<file path="config.mk">
export PLATFORM = sky130hd
export DESIGN_NAME = ahb_wdt
export DESIGN_NICKNAME = d
export VERILOG_FILES = /design/src/rtl/ahb_wdt.sv
export SDC_FILE = /design/constraint.sdc
export NUM_CORES = 1
export LEC_CHECK = 0
export CAP_MARGIN = 10
export CORE_MARGIN = 2
export CORE_UTILIZATION = 35
export CTS_BUF_LIST = sky130_fd_sc_hd__clkbuf_2 sky130_fd_sc_hd__clkbuf_4 sky130_fd_sc_hd__clkbuf_8
export DETAILED_ROUTE_END_ITERATION = 10
export PLACE_DENSITY_LB_ADDON = 0.25
export SETUP_SLACK_MARGIN = 0.02
export SYNTH_ARGS = -nofsm -noshare
export SYNTH_HDL_FRONTEND = slang
export SYNTH_SLANG_ARGS = --single-unit
</file>
<file path="constraint.sdc">
create_clock -name sys_clk -period 6 [get_ports sys_clk]
set_clock_uncertainty 0.05 [all_clocks]
set_input_delay 0.6 -clock sys_clk [delete_from_list [all_inputs] [get_ports sys_clk]]
set_output_delay 0.6 -clock sys_clk [all_outputs]
set_load 0.005 [all_outputs]
</file>
<file path="src/rtl/ahb_wdt.sv">
// AHB-Lite watchdog: zero-wait register file, interrupt on first expiry, reset pulse on second.
// Optional WDT_PRESCALER_EN adds the PRESC register (offset 0x18) and a tick prescaler.
module ahb_wdt #(
  parameter int unsigned ADDR_W    = 8,
  parameter int unsigned RST_PULSE = 16,
  parameter logic [31:0] LOAD_INIT = 32'hFFFF_FFFF
) (
  input  logic        sys_clk,
  input  logic        sys_resetn,
  input  logic        hsel,
  input  logic [31:0] haddr,
  input  logic [1:0]  htrans,
  input  logic        hwrite,
  input  logic [2:0]  hsize,
  input  logic [31:0] hwdata,
  input  logic        hready,
  output logic        hreadyout,
  output logic        hresp,
  output logic [31:0] hrdata,
  output logic        wdt_int,
  output logic        wdt_rst_req
);

  localparam int unsigned RCNT_W = (RST_PULSE > 1) ? $clog2(RST_PULSE) : 1;
  localparam logic [31:0] KICK_KEY   = 32'h5A5A_A5A5;
  localparam logic [31:0] UNLOCK_KEY = 32'h1ACC_E551;
  localparam logic [ADDR_W-1:0] OFF_CTRL   = ADDR_W'(8'h00);
  localparam logic [ADDR_W-1:0] OFF_LOAD   = ADDR_W'(8'h04);
  localparam logic [ADDR_W-1:0] OFF_VALUE  = ADDR_W'(8'h08);
  localparam logic [ADDR_W-1:0] OFF_KEY    = ADDR_W'(8'h0C);
  localparam logic [ADDR_W-1:0] OFF_STATUS = ADDR_W'(8'h10);
  localparam logic [ADDR_W-1:0] OFF_LOCK   = ADDR_W'(8'h14);
  localparam logic [ADDR_W-1:0] OFF_PRESC  = ADDR_W'(8'h18);

  typedef enum logic [1:0] {BUS_IDLE, BUS_ERR1, BUS_ERR2} bus_state_t;
  typedef enum logic [1:0] {WD_IDLE, WD_COUNT, WD_WARN, WD_RESET} wd_state_t;

  bus_state_t        r_bus_st;
  wd_state_t         r_wd_st;
  logic              r_dp_wr;
  logic [ADDR_W-1:0] r_dp_off;
  logic [2:0]        r_ctrl;
  logic [31:0]       r_load;
  logic [31:0]       r_value;
  logic              r_int;
  logic              r_locked;
  logic [RCNT_W-1:0] r_rst_cnt;

  logic [ADDR_W-1:0] w_off;
  logic              w_accept, w_mapped, w_err;
  logic              w_wr_ctrl, w_wr_load, w_wr_lock, w_kick, w_w1c;
  logic [2:0]        w_ctrl_nxt;
  logic [31:0]       w_load_nxt;
  logic              w_locked_nxt;
  logic              w_en_rise, w_en_fall, w_active, w_tick, w_expire;
  logic              w_int_set, w_pulse_end, w_int_nxt;
  logic [31:0]       w_rdata;
  logic              w_unused;

  assign w_unused = ^{haddr[31:ADDR_W], htrans[0]};

  assign w_off    = haddr[ADDR_W-1:0];
  assign w_accept = hsel & htrans[1] & hready;
  assign w_err    = (hsize != 3'b010) | ~w_mapped | (hwrite & (w_off == OFF_VALUE));

  always_comb begin
    w_mapped = 1'b0;
    case (w_off)
      OFF_CTRL, OFF_LOAD, OFF_VALUE, OFF_KEY, OFF_STATUS, OFF_LOCK: w_mapped = 1'b1;
`ifdef WDT_PRESCALER_EN
      OFF_PRESC: w_mapped = 1'b1;
`endif
      default: w_mapped = 1'b0;
    endcase
  end

  // Data-phase write decode; lock gates only the configuration registers.
  assign w_wr_ctrl    = r_dp_wr & (r_dp_off == OFF_CTRL) & ~r_locked;
  assign w_wr_load    = r_dp_wr & (r_dp_off == OFF_LOAD) & ~r_locked;
  assign w_wr_lock    = r_dp_wr & (r_dp_off == OFF_LOCK);
  assign w_kick       = r_dp_wr & (r_dp_off == OFF_KEY) & (hwdata == KICK_KEY);
  assign w_w1c        = r_dp_wr & (r_dp_off == OFF_STATUS) & hwdata[0];
  assign w_ctrl_nxt   = w_wr_ctrl ? hwdata[2:0] : r_ctrl;
  assign w_load_nxt   = w_wr_load ? hwdata : r_load;
  assign w_locked_nxt = w_wr_lock ? (hwdata != UNLOCK_KEY) : r_locked;

  assign w_en_rise   = w_ctrl_nxt[0] & ~r_ctrl[0];
  assign w_en_fall   = r_ctrl[0] & ~w_ctrl_nxt[0];
  assign w_active    = (r_wd_st == WD_COUNT) | (r_wd_st == WD_WARN);
  assign w_expire    = w_active & ~w_en_fall & ~w_kick & w_tick & (r_value == '0);
  assign w_int_set   = w_expire & ((r_wd_st == WD_COUNT) | ~r_ctrl[1]);
  assign w_pulse_end = (r_wd_st == WD_RESET) & (r_rst_cnt == '0) & ~w_en_fall;
  assign w_int_nxt   = w_int_set | (r_int & ~w_w1c & ~w_pulse_end);

`ifdef WDT_PRESCALER_EN
  logic        w_wr_presc;
  logic [15:0] w_presc_nxt;
  logic [15:0] r_presc, r_pcnt;
  assign w_wr_presc  = r_dp_wr & (r_dp_off == OFF_PRESC) & ~r_locked;
  assign w_presc_nxt = w_wr_presc ? hwdata[15:0] : r_presc;
  // >= keeps the tick alive if PRESC is lowered below the running count.
  assign w_tick      = (r_pcnt >= r_presc);

  always_ff @(posedge sys_clk or negedge sys_resetn) begin
    if (!sys_resetn) begin
      r_presc <= '0;
      r_pcnt  <= '0;
    end else begin
      r_presc <= w_presc_nxt;
      if (w_tick | w_kick | w_en_rise | w_pulse_end) r_pcnt <= '0;
      else                                           r_pcnt <= r_pcnt + 16'd1;
    end
  end
`else
  assign w_tick = 1'b1;
`endif

  // VALUE/STATUS read their state at the address phase; config registers forward the in-flight write.
  always_comb begin
    w_rdata = '0;
    case (w_off)
      OFF_CTRL:   w_rdata = 32'(w_ctrl_nxt);
      OFF_LOAD:   w_rdata = w_load_nxt;
      OFF_VALUE:  w_rdata = r_value;
      OFF_STATUS: w_rdata = 32'(r_int);
      OFF_LOCK:   w_rdata = 32'(w_locked_nxt);
`ifdef WDT_PRESCALER_EN
      OFF_PRESC:  w_rdata = 32'(w_presc_nxt);
`endif
      default:    w_rdata = '0;
    endcase
  end

  // Bus response FSM: OKAY in one cycle, ERROR as the two-cycle sequence.
  always_ff @(posedge sys_clk or negedge sys_resetn) begin
    if (!sys_resetn) begin
      r_bus_st  <= BUS_IDLE;
      hreadyout <= 1'b1;
      hresp     <= 1'b0;
      hrdata    <= '0;
      r_dp_wr   <= 1'b0;
      r_dp_off  <= '0;
    end else begin
      r_dp_wr <= 1'b0;
      hrdata  <= '0;
      case (r_bus_st)
        BUS_ERR1: begin
          r_bus_st  <= BUS_ERR2;
          hreadyout <= 1'b1;
          hresp     <= 1'b1;
        end
        default: begin
          if (w_accept & w_err) begin
            r_bus_st  <= BUS_ERR1;
            hreadyout <= 1'b0;
            hresp     <= 1'b1;
          end else begin
            r_bus_st  <= BUS_IDLE;
            hreadyout <= 1'b1;
            hresp     <= 1'b0;
            if (w_accept) begin
              r_dp_wr  <= hwrite;
              r_dp_off <= w_off;
              if (!hwrite) hrdata <= w_rdata;
            end
          end
        end
      endcase
    end
  end

  always_ff @(posedge sys_clk or negedge sys_resetn) begin
    if (!sys_resetn) begin
      r_ctrl   <= '0;
      r_load   <= LOAD_INIT;
      r_locked <= 1'b0;
      r_int    <= 1'b0;
      wdt_int  <= 1'b0;
    end else begin
      r_ctrl   <= w_ctrl_nxt;
      r_load   <= w_load_nxt;
      r_locked <= w_locked_nxt;
      r_int    <= w_int_nxt;
      wdt_int  <= w_int_nxt & w_ctrl_nxt[2];
    end
  end

  // Watchdog FSM; disabling wins over everything, kick wins over expiry.
  always_ff @(posedge sys_clk or negedge sys_resetn) begin
    if (!sys_resetn) begin
      r_wd_st     <= WD_IDLE;
      r_value     <= LOAD_INIT;
      r_rst_cnt   <= '0;
      wdt_rst_req <= 1'b0;
    end else if (w_en_fall) begin
      r_wd_st     <= WD_IDLE;
      wdt_rst_req <= 1'b0;
    end else if (w_en_rise) begin
      r_wd_st <= WD_COUNT;
      r_value <= r_load;
    end else begin
      case (r_wd_st)
        WD_COUNT, WD_WARN: begin
          if (w_kick) begin
            r_value <= r_load;
            r_wd_st <= WD_COUNT;
          end else if (w_tick) begin
            if (r_value != '0) begin
              r_value <= r_value - 32'd1;
            end else if (r_wd_st == WD_COUNT) begin
              r_value <= r_load;
              r_wd_st <= WD_WARN;
            end else if (r_ctrl[1]) begin
              r_wd_st     <= WD_RESET;
              wdt_rst_req <= 1'b1;
              r_rst_cnt   <= RCNT_W'(RST_PULSE - 1);
            end else begin
              r_value <= r_load;
            end
          end
        end
        WD_RESET: begin
          if (r_rst_cnt == '0) begin
            wdt_rst_req <= 1'b0;
            r_value     <= r_load;
            r_wd_st     <= WD_COUNT;
          end else begin
            r_rst_cnt <= r_rst_cnt - RCNT_W'(1);
          end
        end
        default: ;
      endcase
    end
  end

endmodule

</file>
==> impl_metrics.toml <==
[clock_network]
cts_hold_buf = 0
htree_levels = 4
insertion_delay_ns = 0.45
cts_buffers = 17
numClockSinks = 122
clk_pin_slew_ns = 0.08
cts_tree = "done"
cts_setup_buffers = 0
cts-root-buf = "clkbuf_8"
cts_buffer_depth = 2
ctsResizeCount = 0

[final_layout]
drive_gt1_share_pct = 22.92
antenna_cells = 0
n_fill_cell = 1664
synthToLayoutAreaGrowth_pct = 24.66
final_nets = 755
design_area_mm2 = 0.007736
seqCellArea_mm2 = 0.003134
multi_input_area_mm2 = 0.002860

[setup_path]
path_class = "flip-flop to flip-flop"
r2r_slack_ns = 1.87
required_ns = 6.33
crit_slowest_cell = "o21ai_1"
max_stage_delay_ns = 0.81
crit_arrival_ns = 4.46
worstPathCellList = "nor4b_1 -> and2_1 -> nand3b_1 -> mux2_2 -> ha_1 -> nand2b_1 -> nor4_1 -> nand4_1 -> o21ai_1 -> buf_4 -> a21oi_1 -> o211ai_1"
r2r-start = "r_dp_off[1]"
worstSetupStartpoint = "r_dp_off[1]"
start_kind = "flip-flop"
worstSetupEndpointType = "flip-flop"
worstRegToRegCells = 12
crit_buf_inv = 1
critPathMaxFanout = 19
r2r-end = "r_value[27]"
cp-endpoint = "r_value[27]"
crit_cells = 12
cp_top_family = "simple AND/OR/NAND/NOR gates"

[place]
portBuffers = 84
gp_congestion = 0.8519
placed_area_mm2 = 0.007276
place_hpwl_mm = 11.62

[logic_synthesis]
ys_types = 53
ys_seq_elements = 122
seq_area_frac_synth_pct = 50.50
syn_nets = 673
yosys_warnings = 0
synth_edf_count = 0
synth.avg_cell_area_um2 = 10.52
synth_ff_type = "dfstp_2"
syn-cell-area_mm2 = 0.006206
synthCells = 590
async_flop_share_pct = 100.0

[routing]
wl_per_cell_um = 18.36
first_pass_iters = 7
drc_errors = 0
routed_via_density = 5.492
drt-total-wl_mm = 16.71
drt-initial-drc-count = 386
ant_nets = 0
vias = 4998

[flow_run]
maxCapViolations = 0

[sta]
setup_viol = 0
finalCritPeriodShare_pct = 68.81
setup_tns_ns = 0
finalMaxSlewViolations = 0
max_freq_mhz = 242.2
period_needed_ns = 4.129
holdWs_ns = 0.1944
hold_viol = 0
worst_pin_slew_ns = 1.005
relSlewSlack_pct = 32.51
rsz0062_at_grt = "false"

[grt]
grt_use_total_pct = 18.50
grt_overflow = 0
antenna_found_initial = 0
grt_pass1_vias = 4957
grt_start_max_net_pins = 65
grt_pass1_wl_mm = 26.45

[pwr]
peakVddDrop_uv = 197.1
power.switching_mw = 0.9980
seqPwrFrac_pct = 42.8
combPwrFrac_pct = 28.4
pwr-share-clk_pct = 28.8
p_per_area_mw_per_mm2 = 377.9
intPower_mw = 1.925
sw_frac_of_total_pct = 34.14
p_leak_nw = 3.009

[floorplan]
core.rowCount = 48
die_height_um = 137.2
die_width_um = 137.2
start_util_pct = 35.88
ios = 110
core_area_mm2 = 0.01730
dieArea_mm2 = 0.01881

[min_path]
min-delay-path-class = "input pin to asynchronous set/reset pin"

[status]
status = "complete, no violations"
==> power by group through the flow <==
stage | registers, mW | logic [mW] | clock network [mW]
2_1_floorplan | 1.19 | 0.624 | 0
6_report | 1.25 | 0.831 | 0.843
3_3_place_gp | 1.25 | 0.798 | 0
3_5_place_dp | 1.26 | 0.823 | 0
5_1_grt | 1.28 | 0.915 | 0.902
4_1_cts | 1.25 | 0.825 | 0.864
==> layout by cell type (no fill, tap or decap), types with 6 or more instances in the layout <==
cell,n
a21oi_1,25
a22oi_1,37
a2bb2oi_1,13
and2_1,6
buf_4,11
clkbuf_8,21
clkdlybuf4s50_1,83
dfrtp_1,57
dfstp_2,65
ha_1,9
inv_1,23
mux2_2,40
mux2i_1,26
nand2_1,33
nand2b_1,6
nand3_1,18
nand4_1,7
nor2_1,51
nor2b_1,7
nor3_1,19
nor3b_1,6
nor4_1,9
o211ai_1,7
o21ai_0,18
o2bb2ai_1,7
or3_1,12
or4_1,6
==> synth_stat cells (7+ instances only) <==
library cell,instances,area share (%)
nor2_1,51,3.1
mux2i_1,26,4.2
ha_1,9,1.8
o21ai_0,18,1.5
nor2b_1,7,0.71
mux2_2,40,7.3
a2bb2oi_1,13,1.8
dfstp_2,65,28
clkbuf_1,23,1.4
nand2_1,33,2.0
nor4_1,9,0.91
nand4_1,7,0.71
nor3_1,19,1.5
a21oi_1,25,2.0
o2bb2ai_1,7,0.99
buf_2,8,0.65
dfrtp_1,57,23
or3_1,12,1.2
a22oi_1,37,4.5
nand3_1,18,1.5
o211ai_1,7,0.85
inv_1,23,1.4
==> cell type report <==
type / instances / share of cell area [%]
Clock buffer: 22 / 3.833
Tap cell: 225 / 3.639
Inverter: 23 / 1.116
Clock inverter: 10 / 2.119
Sequential cell: 122 / 40.51
Timing Repair Buffer: 94 / 11.81
Multi-Input combinational cell: 414 / 36.97
==> kinds of logic after synthesis <==
| kind of cell | count (synthesis) | synth area share, % |
|---|---|---|
| AND/OR/NAND/NOR | 209 | 18.35 |
| AO/OA/AOI/OAI | 130 | 14.46 |
| flip-flops | 122 | 50.50 |
| multiplexers | 66 | 11.45 |
| buffers and inverters | 54 | 3.427 |
| adder cells (fa/ha/maj) | 9 | 1.815 |
==> metal layers <==
metal  vias up  routed length [um]  GRT usage (%)
met1      2470                7862          25.49
met3        20                 840          4.481
met2       161                7726          28.22
met5         -                   0              0
met4         0                 283          6.758
li1       2347                   -              -
==> state kept, by name (all words and copies together), names as in the netlist <==
register,flops
hrdata,32
r_load,32
r_value,32
r_dp_off,8
r_rst_cnt,4
r_ctrl,3
r_bus_st,2
r_wd_st,2
hreadyout,1
hresp,1
r_dp_wr,1
r_int,1
r_locked,1
wdt_int,1
wdt_rst_req,1
==> how the worst min path moves through the flow <==
stage	slack (ns)	end	startpoint
2_1_floorplan	0.25	hrdata[0]	sys_resetn
3_3_place_gp	0.36	r_bus_st[1]	r_bus_st[1]
3_5_place_dp	0.40	r_bus_st[1]	r_bus_st[1]
4_1_cts	0.21	hrdata[7]	sys_resetn
5_1_grt	0.24	hrdata[9]	sys_resetn
6_report	0.19	hrdata[9]	sys_resetn
==> stage by stage <==
stage	setup slack, ns	utilization (%)	cells	total power [mW]
3_5_place_dp	1.979	42.06	878	2.081
3_3_place_gp	2.052	42.06	878	2.047
4_1_cts	1.945	44.73	910	2.935
5_1_grt	1.660	44.73	910	3.095
2_1_floorplan	2.895	-	590	1.816
6_report	1.871	44.73	910	2.923
Note: power is estimated with default switching activity, not from simulation.
==> RTL change: new RTL, same settings <==
Add a define of `WDT_PRESCALER_EN`.
--- a/src/rtl/ahb_wdt.sv
+++ b/src/rtl/ahb_wdt.sv
@@ -1,5 +1,7 @@
 // AHB-Lite watchdog: zero-wait register file, interrupt on first expiry, reset pulse on second.
 // Optional WDT_PRESCALER_EN adds the PRESC register (offset 0x18) and a tick prescaler.
+`define WDT_PRESCALER_EN
+
 module ahb_wdt #(
   parameter int unsigned ADDR_W    = 8,
   parameter int unsigned RST_PULSE = 16,
Function: changed (a bounded check fails within 4 cycles, from zero or initial values and one cycle with sys_resetn low).
==> RTL change against the original RTL <==
Total power is 37% higher. Design area is 27% higher. Synthesized area is 33% higher. Synthesized cell count is 37% higher. Routed wire length is 28% higher. Worst setup slack better by 0.26 ns. Die area is 32% higher. Sequential cell count is 32 higher. Critical path type unchanged. Critical endpoint is now r_value[24]$_DFFE_PN1P_.
==> RTL change: results (changes against the original RTL) <==
[global_route]
grt_use_met3_pct=3.69  ; -0.79 points
grtUsageMet2_pct=27.9  ; -0.31 points
first_global_vias=6457  ; +30%
gr-usage-met1_pct=26.0  ; +0.54 points
grt_start_max_net_pins=109  ; +68%
antenna_found_initial=0  ; unchanged
grt_pass1_wl_mm=34.9  ; +32%
track_usage_pct=18.3  ; -0.24 points

[clock_network]
clk_pin_slew_worst_paths_ns=0.09
post_cts_resized=0  ; unchanged
worstSkewPairLatency_ns=0.48  ; +0.03 ns
clock_path_buffers=2  ; unchanged
root_buffer=clkbuf_8
h-tree-depth=4  ; unchanged
post_cts_buffers=0  ; unchanged
cts_made_buffers=17  ; unchanged

[place]
place_hpwl_mm=14.6  ; +26%
dpl_cell_area_um2=9360  ; +29%
dp_cells=1186  ; +35%
gp_congestion=0.819  ; -3.9%
io_buffer_count=84  ; unchanged
dp_slack_ns=1.95  ; -0.0310 ns

[power_and_ir_drop]
p_sw_mw=1.47  ; +48%
power_frac_seq_pct=41.2  ; -1.6 points
ir_worst_vdd_uv=278  ; +41%
leakagePower_nw=4.02  ; +34%
clk-power_mw=0.979  ; +16%

[critical_path]
crit_fanout=30  ; +11
arrival_ns=4.23  ; -0.23 ns
crit_path_max_incr_delay_ns=0.63  ; -0.18 ns
crit_family=simple AND/OR/NAND/NOR gates
r2r_setup_slack_ns=2.13  ; +0.26 ns
slowest_stage=nor4_1

[routing]
wl_met1_mm=10.6  ; +35%
drt_iter0_drc=381  ; -1.3%
routed-wl-met2_mm=9.53  ; +23%
wl_mm=21.3  ; +28%
dr.pass1.iters=4  ; -3
wl_met3_um=869  ; +3.5%
highest_layer=met4
wire_per_inst_um=17.5  ; -4.7%
via_per_inst=5.22  ; -4.9%

[finish]
top_regs=hrdata x32, r_load x32, r_value x32
nets=987  ; +31%
diodes=0  ; unchanged
drive_gt1_share_pct=21.1  ; -1.8 points

[sta]
finalCritPeriodShare_pct=64.5  ; -4.3 points
maxSlewViolCount=0  ; unchanged
relSlewSlack_pct=32.1  ; -0.37 points

[synth]
synthArstFlopShare_pct=100  ; unchanged
yosysSeqAreaShare_pct=47.8  ; -2.7 points
synth_area_per_cell_um2=10.2  ; -3.4%
syn-num-nets=911  ; +35%
synth_warnings=0  ; unchanged
yosys-top-cells-count=115 x nor2_1, 89 x dfrtp_1, 65 x dfstp_2, 53 x mux2_2, 44 x nand2_1
synth.distinct_cells=71  ; +34%
synth_area_leaders=dfrtp_1 27%, dfstp_2 21%, mux2_2 7.3%

[hold_path]
hp-class=in -> async

[run_status]
status=finished, final reports clean

RTL change: cell count changes after synthesis, moves of 9 or more:
cell,delta
a21oi_1,+17
xor2_1,+9
mux2_2,+13
nor2_1,+64
o21ai_0,+25
inv_1,+18
mux2i_1,-9
ha_1,+18
dfrtp_1,+32
nand3_1,+12
a22oi_1,-21
nand2_1,+11
RTL change: final cells by class:
type,instances,area (µm²)
clock buffers,21,270
clock inverters,11,218
fillers,2320,13400
inverters,41,154
multi-input cells,577,3950
flip-flops and latches,154,3940
well taps,319,399
repair buffers,95,925
RTL change: kinds of logic (layout without fill, tap and decap cells):
group,after synthesis,after routing,share of synthesized area [%]
buffers and inverters,79,168,4.38
DFF,154,154,47.8
and+or+nand+nor,286,286,17.8
xor gates and xnor gates,14,14,1.49
AOI/OAI and AO/OA,180,180,15.1
muxes,70,70,9.32
adders and majority gates,27,27,4.11
RTL change: through the flow:
stage | total power, mW | hold slack [ns]
after floorplan | 2.73 | 0.254
after global placement | 3.03 | 0.352
after detailed placement | 3.05 | 0.359
after CTS | 4.04 | 0.267
after global routing | 4.30 | 0.311
final | 4.02 | 0.232
RTL change: path summary, 6_finish.rpt:
kind,startpoint,end,cells after the start
worst min register to register,r_bus_st[1]$_DFF_PN0_,r_bus_st[1]$_DFF_PN0_,1
max in group asynchronous,sys_resetn,hrdata[21]$_DFF_PN0_,2
worst max-delay path,r_dp_off[1]$_DFFE_PN0P_,r_value[24]$_DFFE_PN1P_,13
worst min-delay path,sys_resetn,hrdata[3]$_DFF_PN0_,1
min in group sys_clk,r_bus_st[1]$_DFF_PN0_,r_bus_st[1]$_DFF_PN0_,1
worst max register to register,r_dp_off[1]$_DFFE_PN0P_,r_value[24]$_DFFE_PN1P_,13
